**src/rtl/speed_display_driver.sv**
```systemverilog
// Assembles NUL-terminated ASCII-decimal speed frames from the receiver byte
// stream and scans them onto a multiplexed common-anode 7-segment display.
module speed_display_driver #(
   parameter int unsigned NUM_DIGITS  = 3,
   parameter int unsigned REFRESH_DIV = 384,
   parameter int unsigned TIMEOUT     = 2048
) (
   input  logic                  clk,
   input  logic                  rst,
   input  logic [7:0]            msg,
   input  logic                  noti,
   output logic [6:0]            seg_n,
   output logic [NUM_DIGITS-1:0] dig_n,
   output logic                  frame_ok,
   output logic                  frame_err
);

   localparam int unsigned CNT_W = $clog2(NUM_DIGITS + 1);
   localparam int unsigned STG_W = 4 * NUM_DIGITS;
   localparam int unsigned IDX_W = (NUM_DIGITS > 1) ? $clog2(NUM_DIGITS) : 1;
   localparam int unsigned REF_W = (REFRESH_DIV > 1) ? $clog2(REFRESH_DIV) : 1;
   localparam int unsigned IDL_W = $clog2(TIMEOUT + 1);
   localparam logic [3:0]  BLANK = 4'hF;

   typedef enum logic {RECV, DISCARD} state_e;

   state_e                       state_q, state_d;
   logic [CNT_W-1:0]             cnt_q, cnt_d;
   logic [STG_W-1:0]             stage_q, stage_d;
   logic [NUM_DIGITS-1:0][3:0]   disp_q, disp_d;
   logic [IDL_W-1:0]             idle_q, idle_d;
   logic [REF_W-1:0]             ref_q, ref_d;
   logic [IDX_W-1:0]             idx_q, idx_d;
   logic [6:0]                   seg_n_q, seg_n_d;
   logic [NUM_DIGITS-1:0]        dig_n_q, dig_n_d;
   logic                         ok_q, ok_d, err_q, err_d;
   logic                         is_digit_c, is_nul_c, timeout_c, commit_c;

   function automatic logic [6:0] seg_of(input logic [3:0] d);
      case (d)
         4'd0:    seg_of = 7'h40;
         4'd1:    seg_of = 7'h79;
         4'd2:    seg_of = 7'h24;
         4'd3:    seg_of = 7'h30;
         4'd4:    seg_of = 7'h19;
         4'd5:    seg_of = 7'h12;
         4'd6:    seg_of = 7'h02;
         4'd7:    seg_of = 7'h78;
         4'd8:    seg_of = 7'h00;
         4'd9:    seg_of = 7'h10;
         default: seg_of = 7'h7F;
      endcase
   endfunction

   assign is_digit_c = (msg >= 8'h30) && (msg <= 8'h39);
   assign is_nul_c   = (msg == 8'h00);
   // A byte arriving in the same cycle always beats the timeout.
   assign timeout_c  = !noti && (idle_q == IDL_W'(TIMEOUT)) &&
                       (((state_q == RECV) && (cnt_q != '0)) || (state_q == DISCARD));

   always_ff @(posedge clk) begin
      if (rst) state_q <= RECV;
      else     state_q <= state_d;
   end

   always_comb begin
      state_d = state_q;
      if (noti) begin
         case (state_q)
            RECV: begin
               if (is_digit_c && (cnt_q == CNT_W'(NUM_DIGITS))) state_d = DISCARD;
               else if (!is_digit_c && !is_nul_c)                state_d = DISCARD;
            end
            DISCARD: if (is_nul_c) state_d = RECV;
            default: state_d = RECV;
         endcase
      end else if (timeout_c) begin
         state_d = RECV;
      end
   end

   always_comb begin
      cnt_d    = cnt_q;
      stage_d  = stage_q;
      commit_c = 1'b0;
      ok_d     = 1'b0;
      err_d    = 1'b0;
      if (noti) begin
         case (state_q)
            RECV: begin
               if (is_digit_c) begin
                  if (cnt_q < CNT_W'(NUM_DIGITS)) begin
                     stage_d = (stage_q << 4) | STG_W'(msg[3:0]);
                     cnt_d   = cnt_q + CNT_W'(1);
                  end else begin
                     err_d   = 1'b1;
                     cnt_d   = '0;
                     stage_d = '0;
                  end
               end else if (is_nul_c) begin
                  if (cnt_q != '0) begin
                     commit_c = 1'b1;
                     ok_d     = 1'b1;
                     cnt_d    = '0;
                     stage_d  = '0;
                  end
               end else begin
                  err_d   = 1'b1;
                  cnt_d   = '0;
                  stage_d = '0;
               end
            end
            default: begin
               cnt_d   = '0;
               stage_d = '0;
            end
         endcase
      end else if (timeout_c) begin
         err_d   = (state_q == RECV);
         cnt_d   = '0;
         stage_d = '0;
      end
   end

   // Commit right-aligns the staged digits and blanks the unused upper ones.
   always_comb begin
      disp_d = disp_q;
      if (commit_c) begin
         for (int i = 0; i < int'(NUM_DIGITS); i++)
            disp_d[i] = (i < int'(cnt_q)) ? stage_q[4*i +: 4] : BLANK;
      end
   end

   always_comb begin
      idle_d = noti ? '0 : ((idle_q == IDL_W'(TIMEOUT)) ? idle_q : idle_q + IDL_W'(1));
      ref_d  = (ref_q == REF_W'(REFRESH_DIV - 1)) ? '0 : ref_q + REF_W'(1);
      idx_d  = idx_q;
      if (ref_q == REF_W'(REFRESH_DIV - 1))
         idx_d = (idx_q == IDX_W'(NUM_DIGITS - 1)) ? '0 : idx_q + IDX_W'(1);
      dig_n_d = ~(NUM_DIGITS'(1) << idx_q);
      seg_n_d = seg_of(disp_q[idx_q]);
   end

   always_ff @(posedge clk) begin
      if (rst) begin
         cnt_q   <= '0;
         stage_q <= '0;
         disp_q  <= {NUM_DIGITS{BLANK}};
         idle_q  <= '0;
         ref_q   <= '0;
         idx_q   <= '0;
         seg_n_q <= 7'h7F;
         dig_n_q <= ~NUM_DIGITS'(1);
         ok_q    <= 1'b0;
         err_q   <= 1'b0;
      end else begin
         cnt_q   <= cnt_d;
         stage_q <= stage_d;
         disp_q  <= disp_d;
         idle_q  <= idle_d;
         ref_q   <= ref_d;
         idx_q   <= idx_d;
         seg_n_q <= seg_n_d;
         dig_n_q <= dig_n_d;
         ok_q    <= ok_d;
         err_q   <= err_d;
      end
   end

   assign seg_n     = seg_n_q;
   assign dig_n     = dig_n_q;
   assign frame_ok  = ok_q;
   assign frame_err = err_q;

endmodule

```
**config.mk**
```make
export PLATFORM = sky130hd
export DESIGN_NAME = speed_display_driver
export DESIGN_NICKNAME = d
export VERILOG_FILES = /design/src/rtl/speed_display_driver.sv
export SDC_FILE = /design/constraint.sdc
export NUM_CORES = 1
export LEC_CHECK = 0
export ABC_AREA = 1
export CAP_MARGIN = 5
export CELL_PAD_IN_SITES_DETAIL_PLACEMENT = 0
export CELL_PAD_IN_SITES_GLOBAL_PLACEMENT = 2
export CORE_ASPECT_RATIO = 1.75
export CORE_UTILIZATION = 33
export CTS_CLUSTER_SIZE = 12
export DETAILED_ROUTE_END_ITERATION = 6
export PLACE_DENSITY_LB_ADDON = 0.08
export SYNTH_ARGS = -nofsm -noshare
export SYNTH_HDL_FRONTEND = slang
export SYNTH_SLANG_ARGS = --single-unit
```
**constraint.sdc**
```tcl
create_clock -name clk -period 2.15 [get_ports clk]
set_input_delay 0.43 -clock clk [delete_from_list [all_inputs] [get_ports clk]]
set_output_delay 0.43 -clock clk [all_outputs]
set_load 0.005 [all_outputs]
```
==> run metrics, run 1 <==
status completed; CTS tree built; synthesis-to-finish area growth 20.6%; Max Buffers Root-to-Sink 2; Clock transition at path regs about 50 ps; Post-Place Cells between 500 and 600; dpl hpwl around 5 mm; Most common cell on crit path nand2_1; cell count after synthesis 409; antenna viol nets, final 0; Max stage delay on crit path ~340 ps; wire length per cell roughly 12 um; maximum VDD drop about 0.44 mV; Resize count post-CTS 0; PortBufs 22; top-area cell type share of the netlist area a little over two fifths; max frequency roughly 600 MHz; Post-CTS Setup Bufs 0; CP Cell Sequence ha_1, nand2_1, inv_1, nand2_1, nor3_1, nand3_1, nand2_2, nor2_1; Die Span X roughly 74 um; global-route wire length before repair 11.4 mm; sw frac a little over a fifth; Die H about 130 um; DR iter-0 viols between 80 and 90; Psw 572 uW; Avg Synthesized Cell Area about 7.3 um2; clock skew 6.08 ps; top area cells in the synthesized netlist dfxtp_1 (42%), nand2_1 (11%), nor2_1 (7.8%); Synth Net Count between 400 and 500; final non-filler cell total 558; Residual DRC 0; # setup viols final 0; post-route minimum period approximately 1700 ps; WL final 6.42 mm; logic gate share of total power under 10%; Final period util between 70% and 80%; worst path arrival time 1860 ps; # clock sinks 62; I/O pins 23; top cell type by total area after synthesis dfxtp_1; Hold Slack roughly 440 ps; Initial Util 34.2%; Max-Cap Viols 0; # diodes 0; post-cts hold buffer count 0; grt ovf 0; Critical Path End Type flop; CTS root buf clkbuf_16; Least-Margin Pin Slew 471 ps; Startpoint Class flop; Final #Nets approximately 460; sequential group share of total power ~45%; Pwr Total about 2.6 mW; Final Hold Fails 0; fin util between 40% and 50%; largest net degree at the start of global routing 28; pwr/cell area about 730 nW/um2; vias per cell 4.55; Die ar. 9430 um2; register area share after synthesis a little over two fifths; share of cells above drive strength 1 under 10%; Int Pwr slightly above 2 mW; vias 2540; number of synthesized register bits between 60 and 70; HP Class flop to flop; Ys Warns 0; number of H-tree levels 3; TritonCTS Buffers 9; RSZ-0062 raised after global routing no; kind of critical path flop to flop; Overall Global Routing Usage 16.1%; row cnt between 40 and 50; setup_tns 0 ps; Clock Latency Late Sink 320 ps; Critical-path top delay cell dfxtp_1; Cell variety after synth 36; vias in the first global route around 2500; initial antenna violation count 0; Fillers about 940; total core area 8730 um2; Pleak about 1.5 nW; Max-slew headroom 68.4%; Clk network pwr share between 40% and 50%; pins over their slew limit 0; Final Wtd Congestion 0.764; Pre-antenna DRT Iters 4; Netlist Area Pre-Place 2980 um2; Crit Path Max Fanout 9; critical path required time about 2400 ps
-- power groups by stage --
stage,registers (mW),clock network [mW],logic [mW]
2_1_floorplan,1.21,0,0.102
3_3_place_gp,1.21,0,0.149
3_5_place_dp,1.21,0,0.148
4_1_cts,1.19,1.33,0.149
5_1_grt,1.19,1.38,0.166
6_report,1.19,1.29,0.145
-- synth_stat cells, drive strengths merged --
library cell / count
a211oi: 2
a21boi: 1
a21oi: 26
a311oi: 1
and3: 1
buf: 7
clkbuf: 3
clkinv: 1
dfxtp: 62
ha: 11
inv: 53
nand2: 88
nand3: 32
nand3b: 1
nand4: 16
nor2: 66
nor3: 8
o211ai: 3
o21ai: 15
or2: 7
xnor2: 1
xor2: 4
-- cell usage in the layout (no fill, tap or decap), types with 7 or more instances in the layout --
cell	n
o21ai_0	8
nor3_1	8
dfxtp_1	62
a21oi_1	23
ha_1	11
o21ai_1	7
clkbuf_16	9
nor2_1	62
nand2_1	85
inv_1	50
clkdlybuf4s50_1	22
nand3_1	29
nand4_1	16
-- worst paths after layout --
| path | cells past startpoint | slack (ps) | from | end |
|---|---|---|---|---|
| worst max register to register | 8 | 500 | ref_q[0] | ref_q[7] |
| worst min-delay path | 1 | 440 | ref_q[0] | ref_q[0] |
| worst max-delay path | 8 | 500 | ref_q[0] | ref_q[7] |
| worst min register to register | 1 | 440 | ref_q[0] | ref_q[0] |
-- stage by stage --
stage          setup slack (ps)  area (um2)
3_5_place_dp                197        3330
5_1_grt                     294        3590
2_1_floorplan               591        2980
6_report                    496        3590
4_1_cts                     486        3590
3_3_place_gp                208        3330
-- cells by family (layout without fill, tap and decap cells) --
family / count (synthesis) / after routing / share of synthesized area, %
compound gates: 48 / 48 / 9.45
xor+xnor: 5 / 5 / 1.47
fa+ha+maj: 11 / 11 / 4.62
buf+inv: 64 / 96 / 9.57
flops: 62 / 62 / 41.6
simple gates: 219 / 219 / 33.3
-- critical path, delay by kind of cell (launching register included) --
family | cells | cell delay, ps
adders and majority gates | 1 | 170
buffers and inverters | 1 | 100
DFF | 1 | 340
and+or+nand+nor | 6 | 920
-- flip-flops by register name, indices dropped and copies added, names as in the netlist, 2 cells and up --
register,flops
cnt_q,2
dig_n,3
disp_q,12
idle_q,12
idx_q,2
ref_q,9
seg_n,7
stage_q,12
-- area by class of cell --
cell class              count  area, um2  area share [%]
clock buffers              11        253            7.03
inverters                  54        204            5.68
repair buffers             29        285            7.94
multi-input cells         283       1450            40.5
well taps                 117        146            4.07
flip-flops and latches     62       1240            34.5
clock inverters             2       10.0           0.279
-- routing by layer --
metal / global-route usage (%) / routed length (um)
met1: 17.0 / 2650
met2: 28.9 / 3490
met5: 0 / 0
met3: 3.30 / 112
met4: 8.48 / 167
(Power assumes the default switching activity.)
==> run 2, diff against run 1 <==
clock period = 1.6 ns   (was 2.15 ns; I/O delays follow)
==> run 2 against run 1 <==
  * Clock skew hardly changed
  * Global-route usage is 0.62 points higher
  * Critical path type unchanged
  * Setup slack worse by 380 ps
  * Sequential share of layout area shrank 3.1 points
  * Hold slack better by 3.0 ps
==> run metrics, run 2 (same netlist as run 1, synthesis figures left out) <==
vias in the first global route 2620 (was 2492); r2r worst-path depth 9 (was 8); final non-filler cell total 595 (was 558); CTS root buf clkbuf_16 (unchanged); number of H-tree levels 3 (unchanged); largest net degree at the start of global routing 28 (unchanged); kind of critical path flop to flop (unchanged); Post-Place Cells 575 (was 545); pins over their slew limit 0 (unchanged); Critical Path Stages 9 (was 8); Die Span X 73.8 um (unchanged); most common cell after layout, fill and taps aside nand2_1 (unchanged); Die ar. 9430 um2 (unchanged); critical path required time 1810 ps (was 2350 ps); sw frac 22.4% (was 21.8%); Clock Latency Late Sink 330 ps (was 320 ps); Max stage delay on crit path 320 ps (was 340 ps); RSZ-0062 raised after global routing yes (was no); Crit Path Max Fanout 4 (was 9); wire length per cell 11.9 um (was 11.5 um); Int Pwr 2.88 mW (was 2.05 mW); Worst R2R End seg_n[3] (was ref_q[7]); Clock transition at path regs 50 ps (about the same); Pre-antenna DRT Iters 4 (unchanged); Initial Util 34.2% (unchanged); clock skew 5.76 ps (was 6.08 ps); Final Hold Fails 0 (unchanged); post-route minimum period 1490 ps (was 1650 ps); Max Buffers Root-to-Sink 2 (unchanged); dpl hpwl 5.24 mm (was 4.91 mm); Max-Cap Viols 0 (unchanged); row cnt 45 (unchanged); sequential group share of total power 43.0% (was 45.4%); Max-slew headroom 82.2% (was 68.4%); worst r2r src idx_q[0] (was ref_q[0]); Most common cell on crit path nand2_1 (unchanged); synthesis-to-finish area growth 32.8% (was 20.6%); CTS tree built (unchanged); antenna viol nets, final 0 (unchanged); R2R Setup Slk 110 ps (was 500 ps); Place WS -184 ps (was 197 ps); vias 2703 (was 2540); Least-Margin Pin Slew 267 ps (was 471 ps); vias per cell 4.54 (was 4.55); CP Cell Sequence inv_1, nand2_2, nor2_1, nor3_2, buf_4, ha_2, nand2_1, nand2_1, nand2_1 (was ha_1, nand2_1, inv_1, nand2_1, nor3_1, nand3_1, nand2_2, nor2_1); max frequency 673 MHz (was 604 MHz); # diodes 0 (unchanged); Psw 830 uW (was 572 uW); grt ovf 0 (unchanged); Pleak 1.72 nW (was 1.53 nW); Final Wtd Congestion 0.745 (was 0.764); TritonCTS Buffers 9 (unchanged); PortBufs 22 (unchanged); setup_tns 0 ps (unchanged); Critical Path End Type flop (unchanged); Die H 128 um (unchanged); pwr/cell area 937 nW/um2 (was 729 nW/um2); total core area 8730 um2 (unchanged); I/O pins 23 (unchanged); Critical Path Sink seg_n[3] (was ref_q[7]); most frequent cells in the layout nand2_1 (82), nor2_1 (61), dfxtp_1 (60) (was nand2_1 (85), nor2_1 (62), dfxtp_1 (62)); worst path arrival time 1700 ps (was 1860 ps); # setup viols final 0 (unchanged); HP Class flop to flop (unchanged); Final #Nets 495 (was 461); initial antenna violation count 0 (unchanged); share of cells above drive strength 1 19.5% (was 9.98%); logic gate share of total power 6.3% (was 5.5%); WL final 7.09 mm (was 6.42 mm); Worst Setup SP idx_q[0] (was ref_q[0]); status completed (unchanged); Final period util 92.9% (was 76.9%); Startpoint Class flop (unchanged); # clock sinks 62 (unchanged); Overall Global Routing Usage 16.7% (was 16.1%); Critical-path top delay cell dfxtp_2 (was dfxtp_1); maximum VDD drop 0.597 mV (was 0.437 mV); Clk network pwr share 50.7% (was 49.1%); worst path bufs/invs 2 (was 1); Final WS setup 114 ps (was 496 ps); global-route wire length before repair 11.8 mm (was 11.4 mm); DR iter-0 viols 118 (was 87); biggest regs disp_q x12, idle_q x12, stage_q x12 (unchanged); Residual DRC 0 (unchanged); CP delay by family, top simple AND/OR/NAND/NOR gates (unchanged)
-- run 2: cell types whose count changed in the layout (fill, tap and decap cells not counted), sizes merged --
cell    before  now
buf          7   40
clkinv       3    6
bufinv       0    1
clkbuf      11   10
nand2       88   89
-- run 2: metal layers --
layer  track usage (%)  vias to the layer above  part of all wire [%]
met5                 0                        -                     0
met4              10.6                        0                   2.5
met3              2.59                        9                   1.5
met2              30.1                       20                    55
met1              17.3                     1234                    41
li1                  -                     1440                     -
-- run 2: what timing repair did --
item	CTS	global route
gates resized for setup	0	17
endpoints found under the setup margin	0	33
hold buffers	0	0
buffers inserted	0	3
endpoints found under the hold margin	0	0
-- run 2: worst min path at each step --
stage | start | end | cells after the start
2_1_floorplan | ref_q[0] | ref_q[0] | 1
3_3_place_gp | ref_q[0] | ref_q[0] | 1
3_5_place_dp | ref_q[0] | ref_q[0] | 1
4_1_cts | ref_q[0] | ref_q[0] | 1
5_1_grt | ref_q[0] | ref_q[0] | 1
6_report | ref_q[0] | ref_q[0] | 1
-- run 2: power by group through the flow --
stage	clock (mW)	sequential, mW	combinational, mW
floorplan	0	1.62	0.137
detailed placement	0	1.63	0.230
finish	1.88	1.60	0.235
CTS	1.94	1.60	0.231
global route	2.00	1.60	0.264
global placement	0	1.63	0.228
-- run 2: final cells by class --
| class | count | area (um2) |
|---|---|---|
| Clock buffer | 10 | 229 |
| Inverter | 54 | 204 |
| Fill cell | 936 | 4770 |
| Clock inverter | 6 | 62.6 |
| Sequential cell | 62 | 1240 |
| Timing Repair Buffer | 62 | 546 |
| Multi-Input combinational cell | 284 | 1530 |
| Tap cell | 117 | 146 |
-- run 2: metrics by stage --
stage / hold slack, ps / cell area, um2 / power (mW) / utilization (%)
final: 443 / 3960 / 3.71 / 45.4
after global routing: 472 / 3960 / 3.86 / 45.4
after CTS: 447 / 3860 / 3.77 / 44.2
after global placement: 428 / 3570 / 1.86 / 40.9
after detailed placement: 437 / 3570 / 1.86 / 40.9
after floorplan: 418 / 2980 / 1.76 / -
==> run 3, diff against run 2 <==
TNS_END_PERCENT = 5   (was default)
==> run 3 against run 2 <==
  * Clock power barely moved
  * Highest routed layer unchanged
  * Cell count fell by 0.34%
  * Core utilization fell by 0.29 points
==> run metrics, run 3 (same netlist as run 1, synthesis figures left out) <==
Final Hold Fails 0 (unchanged); Critical-path top delay cell dfxtp_1 (was dfxtp_2); CTS root buf clkbuf_16 (unchanged); Startpoint Class flop (unchanged); Final Wtd Congestion 0.745 (unchanged); Die Span X 73.8 um (unchanged); Worst Setup SP idx_q[1] (was idx_q[0]); share of cells above drive strength 1 17.9% (was 19.5%); status completed (unchanged); worst path bufs/invs 3 (was 2); met1 Resource Use GR 17.3% (unchanged); RSZ-0062 raised after global routing yes (unchanged); most frequent cells in the layout nand2_1 (85), dfxtp_1 (62), nor2_1 (61) (was nand2_1 (82), nor2_1 (61), dfxtp_1 (60)); antenna viol nets, final 0 (unchanged); PortBufs 22 (unchanged); Clock Latency Late Sink 330 ps (about the same); fin util 45.1% (was 45.4%); cell area after layout 3930 um2 (was 3960 um2); largest net degree at the start of global routing 28 (unchanged); Most common cell on crit path nand2_1 (unchanged); wire length per cell 11.9 um (about the same); TritonCTS Buffers 9 (unchanged); # setup viols final 0 (unchanged); Top Usage Layer GRT met2 (unchanged); Die H 128 um (unchanged); CP Cell Sequence inv_1, nand2_1, buf_4, nor2_1, nor2_1, nand2_1, inv_2, nand2_1, a21oi_4, nand2_1 (was inv_1, nand2_2, nor2_1, nor3_2, buf_4, ha_2, nand2_1, nand2_1, nand2_1); total core area 8730 um2 (unchanged); setup_tns 0 ps (unchanged); grt ovf 0 (unchanged); vias in the first global route 2620 (unchanged); Initial Util 34.2% (unchanged); r2r worst-path depth 10 (was 9); max frequency 675 MHz (was 673 MHz); Critical Path End Type flop (unchanged); Critical Path Sink seg_n[1] (was seg_n[3]); Critical Path Stages 10 (was 9); number of H-tree levels 3 (unchanged); # clock sinks 62 (unchanged); Max stage delay on crit path 330 ps (was 320 ps); initial antenna violation count 0 (unchanged); Overall Global Routing Usage 16.7% (unchanged); Worst R2R End seg_n[1] (was seg_n[3]); pwr/cell area 943 nW/um2 (was 937 nW/um2); Pleak 1.71 nW (was 1.72 nW); post-cts hold buffer count 0 (unchanged); Residual DRC 0 (unchanged); Clock transition at path regs 50 ps (about the same); post-route minimum period 1480 ps (was 1490 ps); critical path required time 1810 ps (about the same); CTS tree built (unchanged); pins over their slew limit 0 (unchanged); kind of critical path flop to flop (unchanged); worst r2r src idx_q[1] (was idx_q[0]); dpl hpwl 5.24 mm (unchanged); Max Buffers Root-to-Sink 2 (unchanged); HP Class flop to flop (unchanged); grt met3 use 2.59% (unchanged); placed cell areas 3570 um2 (unchanged); Max-Cap Viols 0 (unchanged); worst path arrival time 1690 ps (was 1700 ps); biggest regs disp_q x12, idle_q x12, stage_q x12 (unchanged); Crit Path Max Fanout 6 (was 4); most common cell after layout, fill and taps aside nand2_1 (unchanged); DR iter-0 viols 94 (was 118); I/O pins 23 (unchanged); Pre-antenna DRT Iters 4 (unchanged); Max-slew headroom 81.6% (was 82.2%); synthesis-to-finish area growth 32.0% (was 32.8%); Final period util 92.6% (was 92.9%); # diodes 0 (unchanged); Final #Nets 493 (was 495); Die ar. 9430 um2 (unchanged); vias 2675 (was 2703); clock skew 5.63 ps (was 5.76 ps); maximum VDD drop 0.599 mV (was 0.597 mV); vias per cell 4.51 (was 4.54); Fillers 939 (was 936); R2R Setup Slk 120 ps (was 110 ps); CP delay by family, top simple AND/OR/NAND/NOR gates (unchanged); row cnt 45 (unchanged); Least-Margin Pin Slew 276 ps (was 267 ps); global-route wire length before repair 11.8 mm (unchanged); GR Util met2 30.1% (unchanged); WL final 7.04 mm (was 7.09 mm)
## run 3: cell count changes in the layout (fill, tap and decap cells not counted), moves of 2 or more
cell / change
nand2_1: +3
dfxtp_1: +2
dfxtp_2: -2
nand2_2: -3
buf_4: -2
## run 3: per-stage QoR
step           hold slack [ps]  worst slack (ps)  total power, mW  cells
3_3_place_gp               428              -157             1.86    575
4_1_cts                    447              11.8             3.77    591
6_report                   443               118             3.71    593
2_1_floorplan              418              41.3             1.76    409
3_5_place_dp               437              -184             1.86    575
5_1_grt                    472             -52.5             3.86    593
## run 3: layer usage
| layer | wire, um | share of wire (%) | up-vias |
|---|---|---|---|
| li1 | - | - | 1435 |
| met1 | 2890 | 41 | 1210 |
| met2 | 3850 | 55 | 21 |
| met3 | 117 | 1.7 | 9 |
| met4 | 177 | 2.5 | 0 |
| met5 | 0 | 0 | - |
## run 3: worst min-delay path by stage
stage	depth (start not counted)	slack (ps)	from	end
after floorplan	1	420	ref_q[0]	ref_q[0]
after CTS	1	450	ref_q[0]	ref_q[0]
after global placement	1	430	ref_q[0]	ref_q[0]
final	1	440	ref_q[0]	ref_q[0]
after detailed placement	1	440	ref_q[0]	ref_q[0]
after global routing	1	470	ref_q[0]	ref_q[0]
## run 3: worst register-to-register path: cells and delay by family (launching register included)
| family | cells | cell delay, ps |
|---|---|---|
| simple gates | 6 | 550 |
| flops | 1 | 330 |
| buf+inv | 3 | 290 |
| compound gates | 1 | 200 |
## run 3: repair_timing
item	4_1_cts	5_1_grt
endpoints found under the setup margin	0	33
resized for setup	0	12
buffers inserted	0	1
## run 3: where the power goes
group	switching [mW]	internal (mW)
clock	0.681	1.20
sequential	0.0197	1.58
combinational	0.130	0.104
total	0.831	2.88
## run 3: area by class of cell
| cell class | count | area, um2 | area share [%] |
|---|---|---|---|
| Inverter | 54 | 204 | 5.18 |
| Multi-Input combinational cell | 284 | 1520 | 38.6 |
| Clock buffer | 10 | 229 | 5.82 |
| Clock inverter | 6 | 62.6 | 1.59 |
| Tap cell | 117 | 146 | 3.72 |
| Sequential cell | 62 | 1240 | 31.6 |
| Timing Repair Buffer | 60 | 531 | 13.5 |
